[config.mk]
export PLATFORM = sky130hd
export DESIGN_NAME = eth_crc32_stream
export DESIGN_NICKNAME = d
export VERILOG_FILES = /design/src/rtl/eth_crc32_stream.sv
export SDC_FILE = /design/constraint.sdc
export NUM_CORES = 1
export LEC_CHECK = 0
export CELL_PAD_IN_SITES_DETAIL_PLACEMENT = 0
export CELL_PAD_IN_SITES_GLOBAL_PLACEMENT = 1
export CORE_ASPECT_RATIO = 1.75
export CORE_MARGIN = 2
export CORE_UTILIZATION = 40
export DETAILED_ROUTE_END_ITERATION = 10
export PLACE_DENSITY = 0.75
export SLEW_MARGIN = 0
export SYNTH_ARGS = -nofsm -noshare
export SYNTH_HDL_FRONTEND = slang
export SYNTH_SLANG_ARGS = --single-unit
[constraint.sdc]
create_clock -name clock -period 2.6 [get_ports clock]
set_input_delay 0.65 -clock clock [delete_from_list [all_inputs] [get_ports clock]]
set_output_delay 0.65 -clock clock [all_outputs]
set_load 0.01 [all_outputs]
[src/rtl/eth_crc32_stream.sv]
// Frame-aware streaming CRC-32 (IEEE 802.3, reflected) for the GMII MAC datapath.
// Absorbs DATA_W/8 bytes per beat; generates the FCS for TX or checks the residue on RX.
module eth_crc32_stream #(
  parameter int unsigned DATA_W        = 8,
  parameter logic [31:0] POLY          = 32'h04C11DB7,
  parameter logic [31:0] INIT          = 32'hFFFFFFFF,
  parameter logic [31:0] XOR_OUT       = 32'hFFFFFFFF,
  parameter logic [31:0] CHECK_RESIDUE = 32'h2144DF1C
) (
  input  logic                clock,
  input  logic                reset,
  input  logic                in_valid,
  input  logic                in_sof,
  input  logic                in_eof,
  input  logic [DATA_W-1:0]   in_data,
  input  logic [DATA_W/8-1:0] in_keep,
  input  logic                mode_check,
  output logic                crc_valid,
  output logic [31:0]         crc_value,
  output logic                crc_ok,
  output logic [15:0]         frame_len,
  output logic                err_pulse
);

  localparam int unsigned LANES = DATA_W / 8;
  localparam int unsigned CNT_W = $clog2(LANES + 1);

  typedef enum logic {ST_IDLE, ST_FRAME} state_e;

  // One byte step in normal (MSB-first) register form; bits enter LSB first.
  function automatic logic [31:0] crc_byte(input logic [31:0] crc, input logic [7:0] b);
    logic [31:0] c;
    logic        fb;
    c = crc;
    for (int i = 0; i < 8; i++) begin
      fb = c[31] ^ b[i];
      c  = {c[30:0], 1'b0} ^ (fb ? POLY : 32'h0);
    end
    return c;
  endfunction

  function automatic logic [31:0] reflect32(input logic [31:0] v);
    logic [31:0] r;
    for (int i = 0; i < 32; i++) r[i] = v[31-i];
    return r;
  endfunction

  state_e      state_q, state_d;
  logic [31:0] crc_q, crc_d;
  logic [15:0] len_q, len_d;
  logic        mode_q, mode_d;
  logic        valid_q, valid_d;
  logic [31:0] value_q, value_d;
  logic        ok_q, ok_d;
  logic [15:0] flen_q, flen_d;
  logic        err_q, err_d;

  logic [LANES-1:0] lane_en;
  logic [CNT_W-1:0] beat_bytes;
  logic             run;
  logic [31:0]      crc_next;
  logic [16:0]      len_sum;
  logic [15:0]      len_next;
  logic             mode_eff;
  logic [31:0]      result;

  // Beat datapath: only lanes below the lowest zero keep bit count on the eof beat.
  always_comb begin
    // NOTE: every combinational output gets a default first so no path infers a latch.
    lane_en    = '1;
    beat_bytes = '0;
    run        = 1'b1;
    crc_next   = in_sof ? INIT : crc_q;
    for (int i = 0; i < LANES; i++) begin
      if (in_eof) run = run & in_keep[i];
      lane_en[i] = run;
    end
    for (int i = 0; i < LANES; i++) begin
      if (lane_en[i]) begin
        crc_next   = crc_byte(crc_next, in_data[8*i +: 8]);
        beat_bytes = beat_bytes + CNT_W'(1);
      end
    end
    len_sum  = {1'b0, (in_sof ? 16'h0 : len_q)} + 17'(beat_bytes);
    len_next = len_sum[16] ? 16'hFFFF : len_sum[15:0];
    mode_eff = in_sof ? mode_check : mode_q;
    result   = reflect32(crc_next) ^ XOR_OUT;
  end

  always_comb begin
    state_d = state_q;
    crc_d   = crc_q;
    len_d   = len_q;
    mode_d  = mode_q;
    valid_d = 1'b0;
    err_d   = 1'b0;
    value_d = value_q;
    ok_d    = ok_q;
    flen_d  = flen_q;
    if (in_valid) begin
      if (in_sof) begin
        // A sof inside a frame aborts it; the new frame starts from this beat.
        err_d   = (state_q == ST_FRAME);
        crc_d   = crc_next;
        len_d   = len_next;
        mode_d  = mode_check;
        state_d = ST_FRAME;
      end else if (state_q == ST_FRAME) begin
        crc_d = crc_next;
        len_d = len_next;
      end else begin
        err_d = 1'b1;
      end
      if (in_eof && (in_sof || state_q == ST_FRAME)) begin
        valid_d = 1'b1;
        value_d = result;
        ok_d    = mode_eff && (result == CHECK_RESIDUE);
        flen_d  = len_next;
        crc_d   = INIT;
        state_d = ST_IDLE;
      end
    end
  end

  // NOTE: state registers use non-blocking assignments so all flops update together.
  always_ff @(posedge clock or negedge reset) begin
    if (!reset) begin
      state_q <= ST_IDLE;
      crc_q   <= INIT;
      len_q   <= '0;
      mode_q  <= 1'b0;
      valid_q <= 1'b0;
      value_q <= '0;
      ok_q    <= 1'b0;
      flen_q  <= '0;
      err_q   <= 1'b0;
    end else begin
      state_q <= state_d;
      crc_q   <= crc_d;
      len_q   <= len_d;
      mode_q  <= mode_d;
      valid_q <= valid_d;
      value_q <= value_d;
      ok_q    <= ok_d;
      flen_q  <= flen_d;
      err_q   <= err_d;
    end
  end

  assign crc_valid = valid_q;
  assign crc_value = value_q;
  assign crc_ok    = ok_q;
  assign frame_len = flen_q;
  assign err_pulse = err_q;

endmodule
==> flow_metrics.tcl <==
set metrics [dict create \
    cts_sinks 101 \
    grt_setup_unrepaired "yes" \
    layout.area.seq_um2 2570 \
    top_level_pins 66 \
    grt_antenna_before_repair 0 \
    tritoncts "done" \
    fp-row-count 60 \
    hold_buffers 0 \
    hold_violation_total_from_the_final_report 0 \
    synth-warning-count 0 \
    design.core.area_um2 15300 \
    timing.critical_path.from_type "flip-flop" \
    power.static_leakage_nw 3.92 \
    numCtsBuffers 9 \
    post-layout-total-power_mw 9.14 \
    final_core_utilization_pct 58.6 \
    synth.lib_cells_used.distinct 73 \
    critical_path_cell_with_the_highest_stage_delay "dfstp_2" \
    final_nets 891 \
    place.gp.congestion 0.991 \
    syn_avg_cell_area_um2 9.14 \
    timing_worst_slew_pin_value_ns 0.670 \
    worst_ir_drop_vdd_uv 413 \
    source_to_sink_clock_delay_at_the_later_pin_of_the_worst_skew_pair_ns 0.35 \
    drt-pass1-iter-count 5 \
    largest_net_degree_at_the_start_of_global_routing 71 \
    critPathCaptureType "flip-flop" \
    crit_path_max_fanout 5 \
    synthCells 685 \
    post-route-worst-setup-slack_ns -0.0338 \
    critPathKind "reg -> reg" \
    fill_cells 1384 \
    route.vias.total 5906 \
    final-max-slew-violation-count 0 \
    r2r_cells 8 \
    async_reset_ff_share_pct 100 \
    final.period_utilization_pct 101 \
    hold_path_class "in -> async" \
    synth-seq-area-share_pct 41.0 \
    timing.critical_path.slowest_cell_delay_ns 0.60 \
    fp.dieH_um 169 \
    numPortBuffers 65 \
    ant_nets 0 \
    failed_checks "negative setup slack" \
    h_tree_depth 3 \
    number_of_violations_of_the_max_capacitance_limit 0 \
    mappedNetlistArea_um2 6260 \
    cp_data_required_time_ns 2.86 \
    grt_util_all_layers_pct 25.7 \
    combined_area_of_the_multi_input_logic_cells_um2 3860 \
    finClkSkew_ns 0.00900 \
    final_cell_count_no_fill 1064 \
    critical_path_cell_by_cell "xnor2_2 > or3_4 > a211o_4 > mux2i_1 > o21ai_2 > nor4_4 > nand4_1 > o31ai_2" \
    placedCellCount 1033 \
    synth_edf_count 0 \
    n_antenna_cell 0 \
    wire_per_inst_um 19.7 \
    final_routed_wirelength_across_all_metal_layers_um 21000 \
    smallest_hold_slack_ns 0.241 \
    cts.reportedPaths.clkPinSlew_ns 0.08 \
    clk_root_buffer_cell "clkbuf_16" \
    routed.top_layer "met4" \
    powerDensity_nw_per_um2 1020 \
    synth_seq_cells 101 \
    start_util_pct 40.9 \
    first_global_vias 6299 \
    slew_headroom_pct 54.6 \
    outcome "finished, violations left" \
    drt-met1-wl_um 7630 \
    design.die.area_um2 16700 \
    syn-num-nets 703 \
    cts_max_path_buffers 2 \
    met2_wirelength_um 11100 \
    drive_gt1_share_pct 35.8 \
    grt.overflow.total 0 \
    finalCriticalPeriod_ns 2.63 \
    fmax_ghz 0.380 \
    most_used_flip_flop_cell_after_synthesis "dfrtp_1" \
    chipWidth_um 98.6 \
    route.met3.wl_um 832 \
    area_growth_syn_to_layout_pct 43.3 \
    place_hpwl_um 15600 \
    setup_viol 1 \
    crit_arrival_ns 2.90 \
    initial_drc_count 433 \
    global_route_wire_length_before_repair_um 33400 \
    detail_route.drc_violations 0 \
    detail_route.vias_per_cell 5.55 \
]
==> path summary, 6_finish.rpt <==
path | startpoint | to | slack, ns
max | crc_q[31] | crc_ok | -0.03
min | reset | frame_len[14] | 0.24
max reg2reg | crc_q[31] | crc_ok | -0.03
min reg2reg | frame_len[2] | frame_len[2] | 0.48
max in group asynchronous | reset | crc_q[10] | 1.58
min in group clock | frame_len[2] | frame_len[2] | 0.48
==> repair_timing <==
action	4_1_cts	5_1_grt
setup endpoints to repair	39	5
gates cloned	0	1
endpoints found under the hold margin	0	0
pin swaps	41	9
buffers inserted	16	1
resized for setup	71	20
==> synthesized netlist by cell type, drive strengths merged, types with 6 or more instances <==
cell type | instances | area share [%]
nand2 | 82 | 5.0
nor2 | 78 | 4.9
dfrtp | 69 | 28
o21ai | 67 | 5.4
a21oi | 52 | 4.3
xnor2 | 45 | 6.4
dfstp | 32 | 13
buf | 26 | 2.5
clkbuf | 25 | 1.5
nor3 | 23 | 1.8
xor2 | 19 | 2.9
xnor3 | 15 | 5.4
o22a | 12 | 1.7
a211oi | 10 | 1.2
mux2 | 10 | 1.8
nor2b | 9 | 0.90
and2 | 7 | 0.74
inv | 6 | 0.36
nand3 | 6 | 0.48
nor4 | 6 | 0.60
o211ai | 6 | 0.72
==> where the power goes <==
group / total (mW) / internal, mW / switching (mW) / leakage, nW
combinational: 5.27 / 2.89 / 2.38 / 2.53
sequential: 2.52 / 2.14 / 0.382 / 1.24
clock: 1.35 / 0.676 / 0.673 / 0.145
==> logic make-up after synthesis <==
family	count (synthesis)	synth area share, %
simple gates	242	17.9
compound gates	186	18.4
flops	101	41.0
xor+xnor	80	15.1
buf+inv	58	4.42
mux	15	2.60
fa+ha+maj	3	0.600
==> sequential cells by signal, indices dropped and copies added, names as in the netlist <==
signal / count
crc_q: 32
crc_value: 32
frame_len: 16
len_q: 16
crc_ok: 1
crc_valid: 1
err_pulse: 1
mode_q: 1
state_q: 1
==> layout make-up <==
cell class / count / area share [%]
sequential: 101 / 28.6
inverter: 7 / 0.307
multi-input combinational: 527 / 43.0
clock inverter: 7 / 0.753
timing repair buffer: 227 / 22.2
clock buffer: 9 / 2.51
tap: 186 / 2.59
==> metrics by stage <==
stage | instance area (um2) | setup slack, ns | TNS, ns
floorplan | 6390 | -0.574 | -16.02
global placement | 8170 | -0.875 | -24.58
detailed placement | 8170 | -0.899 | -26.65
CTS | 8870 | -0.00906 | -0.00906
global route | 8970 | -0.0912 | -0.110
finish | 8970 | -0.0338 | -0.0338
==> placed cells by master (no fill, tap or decap), types with 11 or more instances in the layout <==
cell and n:
o21ai_1 23, xnor2_1 32, o22a_1 12, xor2_1 11, dfstp_2 32, nor3_1 20, nor2_1 71, dfrtp_1 69
buf_4 149, a21oi_1 48, clkdlybuf4s50_1 53, nand2_1 78, o21ai_0 43
==> layer usage <==
layer | vias to the layer above | track usage, %
met5 | - | 0
met4 | 0 | 16.5
met3 | 63 | 3.17
met2 | 192 | 45.4
met1 | 2881 | 28.8
li1 | 2770 | -
==> worst max-delay path: cells and delay by family, from the launching register on <==
family,cells,cell delay [ns]
simple gates,3,0.93
compound gates,3,0.75
flops,1,0.60
mux,1,0.18
xor+xnor,1,0.09
Note: power is estimated with default switching activity, not from simulation.
